**config.mk**
```make
export PLATFORM = sky130hd
export DESIGN_NAME = axi_pad_calib_flat
export DESIGN_NICKNAME = d
export VERILOG_FILES = /design/src/rtl/axi_pad_calib_if.sv /design/src/rtl/axi_pad_calib.sv /design/src/flat_wrapper.sv
export SDC_FILE = /design/constraint.sdc
export NUM_CORES = 1
export LEC_CHECK = 0
export BUFFER_PORTS_ARGS = -buffer_cell sky130_fd_sc_hd__buf_4
export CORE_MARGIN = 4
export CORE_UTILIZATION = 30
export CTS_CLUSTER_DIAMETER = 40
export DETAILED_ROUTE_END_ITERATION = 8
export PLACE_DENSITY = 0.47
export SLEW_MARGIN = 20
export SYNTH_ARGS = -nofsm -noshare
export SYNTH_HDL_FRONTEND = slang
export SYNTH_SLANG_ARGS = --single-unit
```
**constraint.sdc**
```tcl
create_clock -name clk_i -period 8.8 [get_ports clk_i]
set_input_delay 1.76 -clock clk_i [delete_from_list [all_inputs] [get_ports clk_i]]
set_output_delay 1.76 -clock clk_i [all_outputs]
set_load 0.05 [all_outputs]
```
**src/rtl/axi_pad_calib_if.sv**
```systemverilog
// -----------------------------------------------------------------------------
// axi_pad_calib_if
// Read-handshake tap taken on the master side of the AXI read padder.
//   ar_valid / ar_ready : AR channel handshake
//   r_valid / r_ready   : R channel handshake
//   r_last              : last beat of a read burst
// Modports:
//   master : side that drives the tap (bus fabric or testbench)
//   slave  : side that only observes it (the calibration controller)
// -----------------------------------------------------------------------------
interface axi_pad_calib_if;
   logic ar_valid;
   logic ar_ready;
   logic r_valid;
   logic r_ready;
   logic r_last;

   modport master (output ar_valid, ar_ready, r_valid, r_ready, r_last);
   modport slave  (input  ar_valid, ar_ready, r_valid, r_ready, r_last);
endinterface

```
**src/rtl/axi_pad_calib.sv**
```systemverilog
// -----------------------------------------------------------------------------
// axi_pad_calib
// Calibration / configuration controller for the AXI read padder. On start_i
// it unpads the bus for one cycle, measures the worst AR-to-R-last latency
// over CalibTxns reads and programs the padder with that latency + Margin.
// From IDLE it also forwards one-shot software pad writes.
// Ports:
//   clk_i, rst_i          clock, synchronous active-high reset
//   start_i               calibration request (IDLE only)
//   sw_pad_valid_i/_i     software pad write strobe / value (IDLE only)
//   mon                   read-handshake tap (slave modport)
//   pad_cycles_i          padder readback, informational only
//   pad_cycles_o          pad override, 32'hFFFF_FFFF = no write
//   busy_o                calibration in progress
//   done_o / timeout_o    sticky outcome of the last calibration
//   max_lat_o             running maximum latency of current/last calibration
// -----------------------------------------------------------------------------
module axi_pad_calib #(
   parameter int unsigned CalibTxns     = 16,
   parameter int unsigned Margin        = 2,
   parameter int unsigned TimeoutCycles = 4096,
   parameter logic [31:0] PadFallback   = 32'd32
) (
   input  logic                  clk_i,
   input  logic                  rst_i,
   input  logic                  start_i,
   input  logic                  sw_pad_valid_i,
   input  logic [31:0]           sw_pad_i,
   axi_pad_calib_if.slave        mon,
   input  logic [31:0]           pad_cycles_i,
   output logic [31:0]           pad_cycles_o,
   output logic                  busy_o,
   output logic                  done_o,
   output logic                  timeout_o,
   output logic [31:0]           max_lat_o
);

   typedef enum logic [2:0] {
      S_IDLE, S_SWWR, S_UNPAD, S_WAIT_AR, S_MEASURE, S_APPLY, S_FAIL
   } state_t;

   localparam logic [31:0] NO_WRITE = 32'hFFFF_FFFF;
   localparam logic [31:0] TXN_LAST = 32'(CalibTxns);
   localparam logic [31:0] TMO_LAST = 32'(TimeoutCycles - 1);
   localparam logic [32:0] MARGIN33 = 33'(Margin);

   state_t      state_q, state_d;
   logic [31:0] sw_pad_q, result_q, max_lat_q;
   logic [31:0] lat_cnt_q, txn_cnt_q, tmo_cnt_q;
   logic        done_q, timeout_q;

   logic        ar_hs, rlast_hs, measuring, tmo_hit, last_txn;
   logic [31:0] sample_max, result_sat;
   logic [32:0] sum33;

   // Readback is informational; fold it into an intentionally unused net.
   logic unused_pad_rb;
   assign unused_pad_rb = ^pad_cycles_i;

   assign ar_hs     = mon.ar_valid & mon.ar_ready;
   assign rlast_hs  = mon.r_valid & mon.r_ready & mon.r_last;
   assign measuring = (state_q == S_WAIT_AR) || (state_q == S_MEASURE);
   // Fires on the edge where tmo_cnt would reach TimeoutCycles-1.
   assign tmo_hit   = measuring && ((tmo_cnt_q + 32'd1) >= TMO_LAST);
   assign last_txn  = (txn_cnt_q + 32'd1) == TXN_LAST;

   assign sample_max = (lat_cnt_q > max_lat_q) ? lat_cnt_q : max_lat_q;
   assign sum33      = {1'b0, sample_max} + MARGIN33;
   assign result_sat = (sum33 > 33'h0_FFFF_FFFE) ? 32'hFFFF_FFFE : sum33[31:0];

   // NOTE: sequential state uses non-blocking assignments so every register
   // samples pre-edge values regardless of statement order.
   always_ff @(posedge clk_i) begin
      if (rst_i) state_q <= S_IDLE;
      else       state_q <= state_d;
   end

   // NOTE: every always_comb output gets a default first so no path infers a latch.
   always_comb begin
      state_d = state_q;
      unique case (state_q)
         S_IDLE: begin
            if (start_i)             state_d = S_UNPAD;
            else if (sw_pad_valid_i) state_d = S_SWWR;
         end
         S_SWWR:    state_d = S_IDLE;
         S_UNPAD:   state_d = S_WAIT_AR;
         S_WAIT_AR: begin
            if (tmo_hit)    state_d = S_FAIL;
            else if (ar_hs) state_d = S_MEASURE;
         end
         S_MEASURE: begin
            if (tmo_hit)       state_d = S_FAIL;
            else if (rlast_hs) state_d = last_txn ? S_APPLY : S_WAIT_AR;
         end
         S_APPLY:   state_d = S_IDLE;
         S_FAIL:    state_d = S_IDLE;
         default:   state_d = S_IDLE;
      endcase
   end

   // Datapath: counters, captured values and sticky status.
   // NOTE: no memories here, so every register is reset.
   always_ff @(posedge clk_i) begin
      if (rst_i) begin
         sw_pad_q  <= '0;
         result_q  <= '0;
         max_lat_q <= '0;
         lat_cnt_q <= '0;
         txn_cnt_q <= '0;
         tmo_cnt_q <= '0;
         done_q    <= 1'b0;
         timeout_q <= 1'b0;
      end else begin
         unique case (state_q)
            S_IDLE: begin
               if (start_i) begin
                  done_q    <= 1'b0;
                  timeout_q <= 1'b0;
                  max_lat_q <= '0;
                  txn_cnt_q <= '0;
                  tmo_cnt_q <= '0;
               end else if (sw_pad_valid_i) begin
                  sw_pad_q  <= sw_pad_i;
               end
            end
            S_WAIT_AR: begin
               tmo_cnt_q <= tmo_cnt_q + 32'd1;
               if (ar_hs) lat_cnt_q <= 32'd1;
            end
            S_MEASURE: begin
               tmo_cnt_q <= tmo_cnt_q + 32'd1;
               if (lat_cnt_q != 32'hFFFF_FFFF) lat_cnt_q <= lat_cnt_q + 32'd1;
               if (rlast_hs) begin
                  max_lat_q <= sample_max;
                  txn_cnt_q <= txn_cnt_q + 32'd1;
                  result_q  <= result_sat;
               end
            end
            S_APPLY: done_q    <= 1'b1;
            S_FAIL:  timeout_q <= 1'b1;
            default: ;
         endcase
      end
   end

   // Outputs decode registered state only.
   always_comb begin
      pad_cycles_o = NO_WRITE;
      unique case (state_q)
         S_UNPAD: pad_cycles_o = 32'd0;
         S_SWWR:  pad_cycles_o = sw_pad_q;
         S_APPLY: pad_cycles_o = result_q;
         S_FAIL:  pad_cycles_o = PadFallback;
         default: pad_cycles_o = NO_WRITE;
      endcase
   end

   assign busy_o    = (state_q != S_IDLE) && (state_q != S_SWWR);
   assign done_o    = done_q;
   assign timeout_o = timeout_q;
   assign max_lat_o = max_lat_q;

endmodule

```
**src/flat_wrapper.sv**
```systemverilog
// flat-port wrapper written by rule: the top's interface ports become plain ports
module axi_pad_calib_flat 
#(
   parameter int unsigned CalibTxns     = 16,
   parameter int unsigned Margin        = 2,
   parameter int unsigned TimeoutCycles = 4096,
   parameter logic [31:0] PadFallback   = 32'd32
)
  (clk_i, rst_i, start_i, sw_pad_valid_i, sw_pad_i, pad_cycles_i, pad_cycles_o, busy_o, done_o, timeout_o, max_lat_o, mon_ar_valid, mon_ar_ready, mon_r_valid, mon_r_ready, mon_r_last);
  axi_pad_calib_if mon_i ();
  input  logic clk_i;
  input  logic rst_i;
  input  logic start_i;
  input  logic sw_pad_valid_i;
  input  logic [31:0] sw_pad_i;
  input  logic [31:0] pad_cycles_i;
  output logic [31:0] pad_cycles_o;
  output logic busy_o;
  output logic done_o;
  output logic timeout_o;
  output logic [31:0] max_lat_o;
  input wire logic [$bits(mon_i.ar_valid)-1:0] mon_ar_valid;
  input wire logic [$bits(mon_i.ar_ready)-1:0] mon_ar_ready;
  input wire logic [$bits(mon_i.r_valid)-1:0] mon_r_valid;
  input wire logic [$bits(mon_i.r_ready)-1:0] mon_r_ready;
  input wire logic [$bits(mon_i.r_last)-1:0] mon_r_last;
  assign mon_i.ar_valid = mon_ar_valid;
  assign mon_i.ar_ready = mon_ar_ready;
  assign mon_i.r_valid = mon_r_valid;
  assign mon_i.r_ready = mon_r_ready;
  assign mon_i.r_last = mon_r_last;
  axi_pad_calib #(.CalibTxns(CalibTxns), .Margin(Margin), .TimeoutCycles(TimeoutCycles), .PadFallback(PadFallback)) u_core (.clk_i(clk_i), .rst_i(rst_i), .start_i(start_i), .sw_pad_valid_i(sw_pad_valid_i), .sw_pad_i(sw_pad_i), .mon(mon_i), .pad_cycles_i(pad_cycles_i), .pad_cycles_o(pad_cycles_o), .busy_o(busy_o), .done_o(done_o), .timeout_o(timeout_o), .max_lat_o(max_lat_o));
endmodule
```
# After elaboration in Yosys (flattened, before gate mapping)
# Cells that the tools add are included.
[classes] n_addsub=4 n_lt_le_gt_ge=3 eq_ne=16 mux=23 n_bitwise=4 reduce_logical=19
[ops] operator="one-hot mux 32 bit (2 select lines)" n=4
[ops] operator="2-to-1 mux 32 bit" n=7
[ops] operator="one-hot mux 32 bit (4 select lines)" n=1
[ops] operator="adder 32 x 1 -> 32 bit (second input constant)" n=3
[ops] operator="adder 32 x 2 -> 33 bit (second input constant)" n=1
[ops] operator="greater-than comparator 33 x 32 -> 1 bit (second input constant)" n=1
[ops] operator="equality test 32 x 5 -> 1 bit (second input constant)" n=1
[ops] operator=">= comparator 32 x 12 -> 1 bit (second input constant)" n=1
[ops] operator="greater-than comparator 32 bit" n=1
[ops] operator="inequality test 32 bit (second input constant)" n=1
[ops] operator="2-to-1 mux 3 bit" n=7
[ops] operator="one-hot mux 3 bit (4 select lines)" n=1
[ops] operator="AND reduction 3 bit" n=4
[ops] operator="nonzero test 2 bit" n=5
[ops] operator="equality test 3 bit (second input constant)" n=3
[ops] operator="inequality test 3 x 1 -> 1 bit (second input constant)" n=3
[ops] operator="AND reduction 2 bit" n=4
[ops] operator="equality test 3 x 2 -> 1 bit (second input constant)" n=2
[ops] operator="inequality test 2 x 1 -> 1 bit (second input constant)" n=2
[ops] operator="inequality test 2 bit (second input constant)" n=2
[ops] operator="one-hot mux 1 bit (2 select lines)" n=2
[ops] operator="bitwise AND 1 bit" n=3
[ops] operator="equality test 3 x 1 -> 1 bit (second input constant)" n=1
[ops] operator="zero test 3 bit" n=1
[ops] operator="7 further kinds" n=8
[word_totals] regBits=197 output_inout_bits=67 word_cells=78

# Longest topological paths before layout
[logic_depth] depth_word=6 mapped_depth=24 mapped_depth_nobuf=19

# Least setup slack after synthesis
# OpenSTA, ideal clock, no wires.
[synth_timing] path_kind="register to register" startpoint="reg u_core.max_lat_q[13], in the netlist u_core.max_lat_o[13]" endpoint="reg u_core.result_q[1]" arrival_time_ps=5497 required_ps=8714 setup_slack_ps=3217 stages_incl_launch_ff=24 synth_period_minus_slack_ps=5583 cell_sequence="dfxtp_1 -> clkbuf_1 -> inv_1 -> ha_1 -> nand4_1 -> nor3_1 -> and4_1 -> and3b_1 -> a22oi_1 -> buf_2 -> clkbuf_1 -> mux2_2 -> ha_1 -> buf_2 -> nand4_1 -> or2_1 -> clkbuf_1 -> nor3_2 -> xnor2_1 -> or4_1 -> nor4bb_1 -> o211ai_1 -> o31a_1 -> a211oi_1"
[synth_between] elab_chain_len=5
[synth_lines] item="start, declared" line_no="axi_pad_calib.sv:48" source="logic [31:0] sw_pad_q, result_q, max_lat_q;"
[synth_lines] item="start signal, assigned" line_no="axi_pad_calib.sv:135" source="max_lat_q <= sample_max;"
[synth_lines] item="greater-than comparator 32 bit" line_no="axi_pad_calib.sv:67" source="assign sample_max = (lat_cnt_q > max_lat_q) ? lat_cnt_q : max_lat_q;"
[synth_lines] item="2-to-1 mux 32 bit *" line_no="axi_pad_calib.sv:67"
[synth_lines] item="adder 32 x 2 -> 33 bit *" line_no="axi_pad_calib.sv:68" source="assign sum33 = {1'b0, sample_max} + MARGIN33;"
[synth_lines] item="greater-than comparator 33 x 32 -> 1 bit" line_no="axi_pad_calib.sv:69" source="assign result_sat = (sum33 > 33'h0_FFFF_FFFE) ? 32'hFFFF_FFFE : sum33[31:0];"
[synth_lines] item="2-to-1 mux 32 bit *" line_no="axi_pad_calib.sv:69"
[synth_lines] item="end signal, assigned" line_no="axi_pad_calib.sv:137" source="result_q <= result_sat;"
[synth_lines] item="end, declared" line_no="axi_pad_calib.sv:48"
# Mark *: on every way between the ends. The rest lies on a longest branch, timed or not.
# A chain may end at the register's enable or synchronous reset.

# Worst setup path in the final report
[layout_timing] startpoint="reg u_core.max_lat_q[15], in the netlist u_core.max_lat_o[15]" endpoint="reg u_core.result_q[0]"
# The elaborated chain is that of the path after synthesis.

==> metrics <==
Critical Path Sink Type=flop; Worst-Margin Slew=1048 ps; f_max=159.2 MHz; drt first pass iters=5; Synth Area in Compound Gates=18.01%; final hold viol count=0; max layer used=met4; clk sink count=about 200; drt drc=0; Power per Cell Area=148.6 nW/um^2; hpwl dp=30,100 um; WL met2=a little under 20,000 um; slowest cell on the critical path=a2111oi_0; largest net degree at the start of global routing=101; combinational family with the most area after synthesis=simple AND/OR/NAND/NOR gates; global-route usage over all layers=18.83%; DRT iter0 DRCs=795; sequential area share after synthesis=around a third; initial antenna violation count=0; total detailed-routing wirelength=between 40,000 and 50,000 um; EDFF count, synth=0; IO Port Bufs=roughly 110; root buf cell=clkbuf_16; post-synth net total=1,760; synthesis-stage register bit count=roughly 200; Post-Synthesis Cells=1,649; first-pass GRT wire length=66,960 um; slowest stage delay, CP=~640 ps; WL/cell=19.13 um; status=finished clean; CP Buf/Inv Count=3; relative slew slack=30.13%; Async S/R FF share, synth=0%; die area=44,260 um^2; WL met3=1541 um; IO Pins=140; synth warn=0; final worst path period share=71.40%; Setup Skew=15.20 ps; Worst setup SP type=flop; met1 WL=roughly 20,000 um; RSZ-0062 raised after global routing=no; Post-Synth Simple-Gate Area=29.36%; CP Max Fanout=58; maximum root-to-sink buffer count=2; Clock transition at path regs=80 ps; Max Slew Vio Count=0; die width=approximately 210 um; commonest register cell after synthesis=dfxtp_1; Skew-Pair Late Insertion Delay=around 470 ps; Core ar.=around 40,000 um^2; gpl congestion=0.8855; share of cells above drive strength 1=11.11%; Mapped Area=12,290 um^2; CTS tree=yes; multiplexer area fraction after synthesis=under 10%; CTS Buf Count=17; Fin Setup TNS=0 ps; mean post-synth cell area=roughly 7.5 um^2; Layout Nets=1,781; Required @ worst endpoint=between 9000 and 10,000 ps; Placement Setup Slack=roughly 2500 ps; post-route ant nets=0; XOR/XNOR Fraction of Synth Area=6.487%; Cell Rows=73; hold buffers post-CTS=0; Via Count=~12,000; number of global-route vias before repair=11,546; synthesis-to-finish area growth=13.78%; Synth cell types=65; Via density=5.443; worst setup slack after layout=2517 ps; post-synthesis adder-cell area fraction=3.870%; VDD IR max=0.1083 mV; H-tree levels=4; postcts setup bufs=0; Min Clock Period, post-route=6283 ps; Die Y=approximately 210 um; worst path cell trace=inv_1 -> ha_1 -> nand4_1 -> nor3_1 -> and4_1 -> and3b_1 -> a22oi_2 -> buf_4 -> mux2i_1 -> inv_1 -> ha_1 -> nand4_1 -> or2_1 -> nor2_1 -> nand3_1 -> xnor2_1 -> nor4_1 -> o2111ai_1 -> a2111oi_0 -> o41ai_1; Final setup viols=0; delay-heaviest family, CP=simple AND/OR/NAND/NOR gates; Max Cap Viol=0; Leak Pwr=4.780 nW; worst hold path class=reg2reg; critical path type=reg2reg; grt ovf=0; CP arrival=between 6000 and 7000 ps; Initial Util=30.64%; antenna diode count=0; cts repair resizes=0
## worst reg2reg max path: cells and delay by family, from the launching register on
kind	cells	cell delay, ps
flip-flops	1	500
AND/OR/NAND/NOR	9	2470
XOR/XNOR	1	180
AO/OA/AOI/OAI	4	1130
buffers and inverters	3	880
multiplexers	1	230
adder cells (fa/ha/maj)	2	770
## flip-flops by register name, summed over array words and instances (netlist names)
| register | count |
|---|---|
| u_core.txn_cnt_q | 32 |
| u_core.done_o | 1 |
| u_core.lat_cnt_q | 32 |
| u_core.max_lat_o | 32 |
| u_core.state_q | 3 |
| u_core.timeout_o | 1 |
| u_core.result_q | 32 |
| u_core.tmo_cnt_q | 32 |
| u_core.sw_pad_q | 32 |
## synthesized netlist by cell type (all sizes together) (3+ instances only)
cell type  instances  area, um^2
and2              14       87.59
dfxtp            197        3944
mux2               3       33.78
nand2            174       655.6
or4               14       112.6
o21ai             69       345.3
nand3             60       300.3
o211ai             4       30.03
nor3              69       365.4
and4              15       131.4
nor3b              4       30.03
a311oi            18       157.7
or2                4       25.03
and3              29       181.4
nand3b             6       45.04
xor2              39       341.6
mux2i             57       570.6
o2111ai            3       26.28
xnor2             52       455.4
a211oi            24       180.2
a21o               5       37.54
a31o               3       26.28
nor2             222       833.3
a22oi             41       307.8
a21oi            158       790.8
a31oi             17       106.4
nand4b             8       70.07
or3               17       106.4
nor2b              6       37.54
inv               44       165.2
ha                38       475.5
buf               27       131.4
o31a               3       26.28
clkbuf            93       349.1
nand4             52       344.1
o31ai              3       22.52
nor4              31       212.7
## worst paths after layout
check	startpoint	to	slack (ps)	cells after the start
worst max-delay path	u_core.max_lat_o[15]	u_core.result_q[0]	2520	20
worst min-delay path	u_core.sw_pad_q[19]	u_core.sw_pad_q[19]	450	2
worst max register to register	u_core.max_lat_o[15]	u_core.result_q[0]	2520	20
worst min register to register	u_core.sw_pad_q[19]	u_core.sw_pad_q[19]	450	2
## power by group
| group | internal, mW | switching [mW] |
|---|---|---|
| Combinational | 0.102 | 0.286 |
| Clock | 0.372 | 0.404 |
| Sequential | 0.903 | 0.0120 |
| Total | 1.38 | 0.701 |
## final cells by class
class,count,area (um^2)
clock inverter,13,113.9
timing repair buffer,122,919.6
tap,525,656.9
fill,4243,26120
clock buffer,19,432.9
inverter,44,165.2
multi-input combinational,1288,7746
sequential,197,3945
## stage by stage
step	cell area, um^2	total power [mW]	hold WS, ps	instances	util, %
finish	13980	2.078	453.9	2208	34.86
global route	13980	2.160	476.8	2208	34.86
CTS	13970	2.107	456.2	2208	34.85
detailed placement	13430	1.328	445.8	2176	33.49
global placement	13420	1.328	442.4	2176	33.48
floorplan	12290	1.190	435.7	1649	-
## placed cells by master, fill, tap and decap left out, drive strengths merged, types with 18 or more instances in the layout
cell    netlist  final
a22oi        41     41
a311oi       18     18
dfxtp       197    197
clkbuf       93     19
nor3         69     69
o21ai        69     69
xor2         39     39
ha           38     38
inv          44     51
nand4        52     52
a211oi       24     24
xnor2        52     52
nor4         31     31
and3         29     29
nand3        60     60
mux2i        57     57
buf          27    122
nand2       174    174
a21oi       158    158
nor2        222    222
## cells by family after synthesis
logic type               after synthesis
adder cells (fa/ha/maj)               38
multiplexers                          60
AO/OA/AOI/OAI                        366
buffers and inverters                164
XOR/XNOR                              91
AND/OR/NAND/NOR                      733
flip-flops                           197
## per-layer routing
metal  GRT usage (%)  vias to the layer above
met4           4.717                        0
li1                -                     5974
met3           2.843                       38
met2           30.68                      230
met1           26.26                     5777
met5               0                        -
No activity file was read; power rests on OpenSTA's default activity.
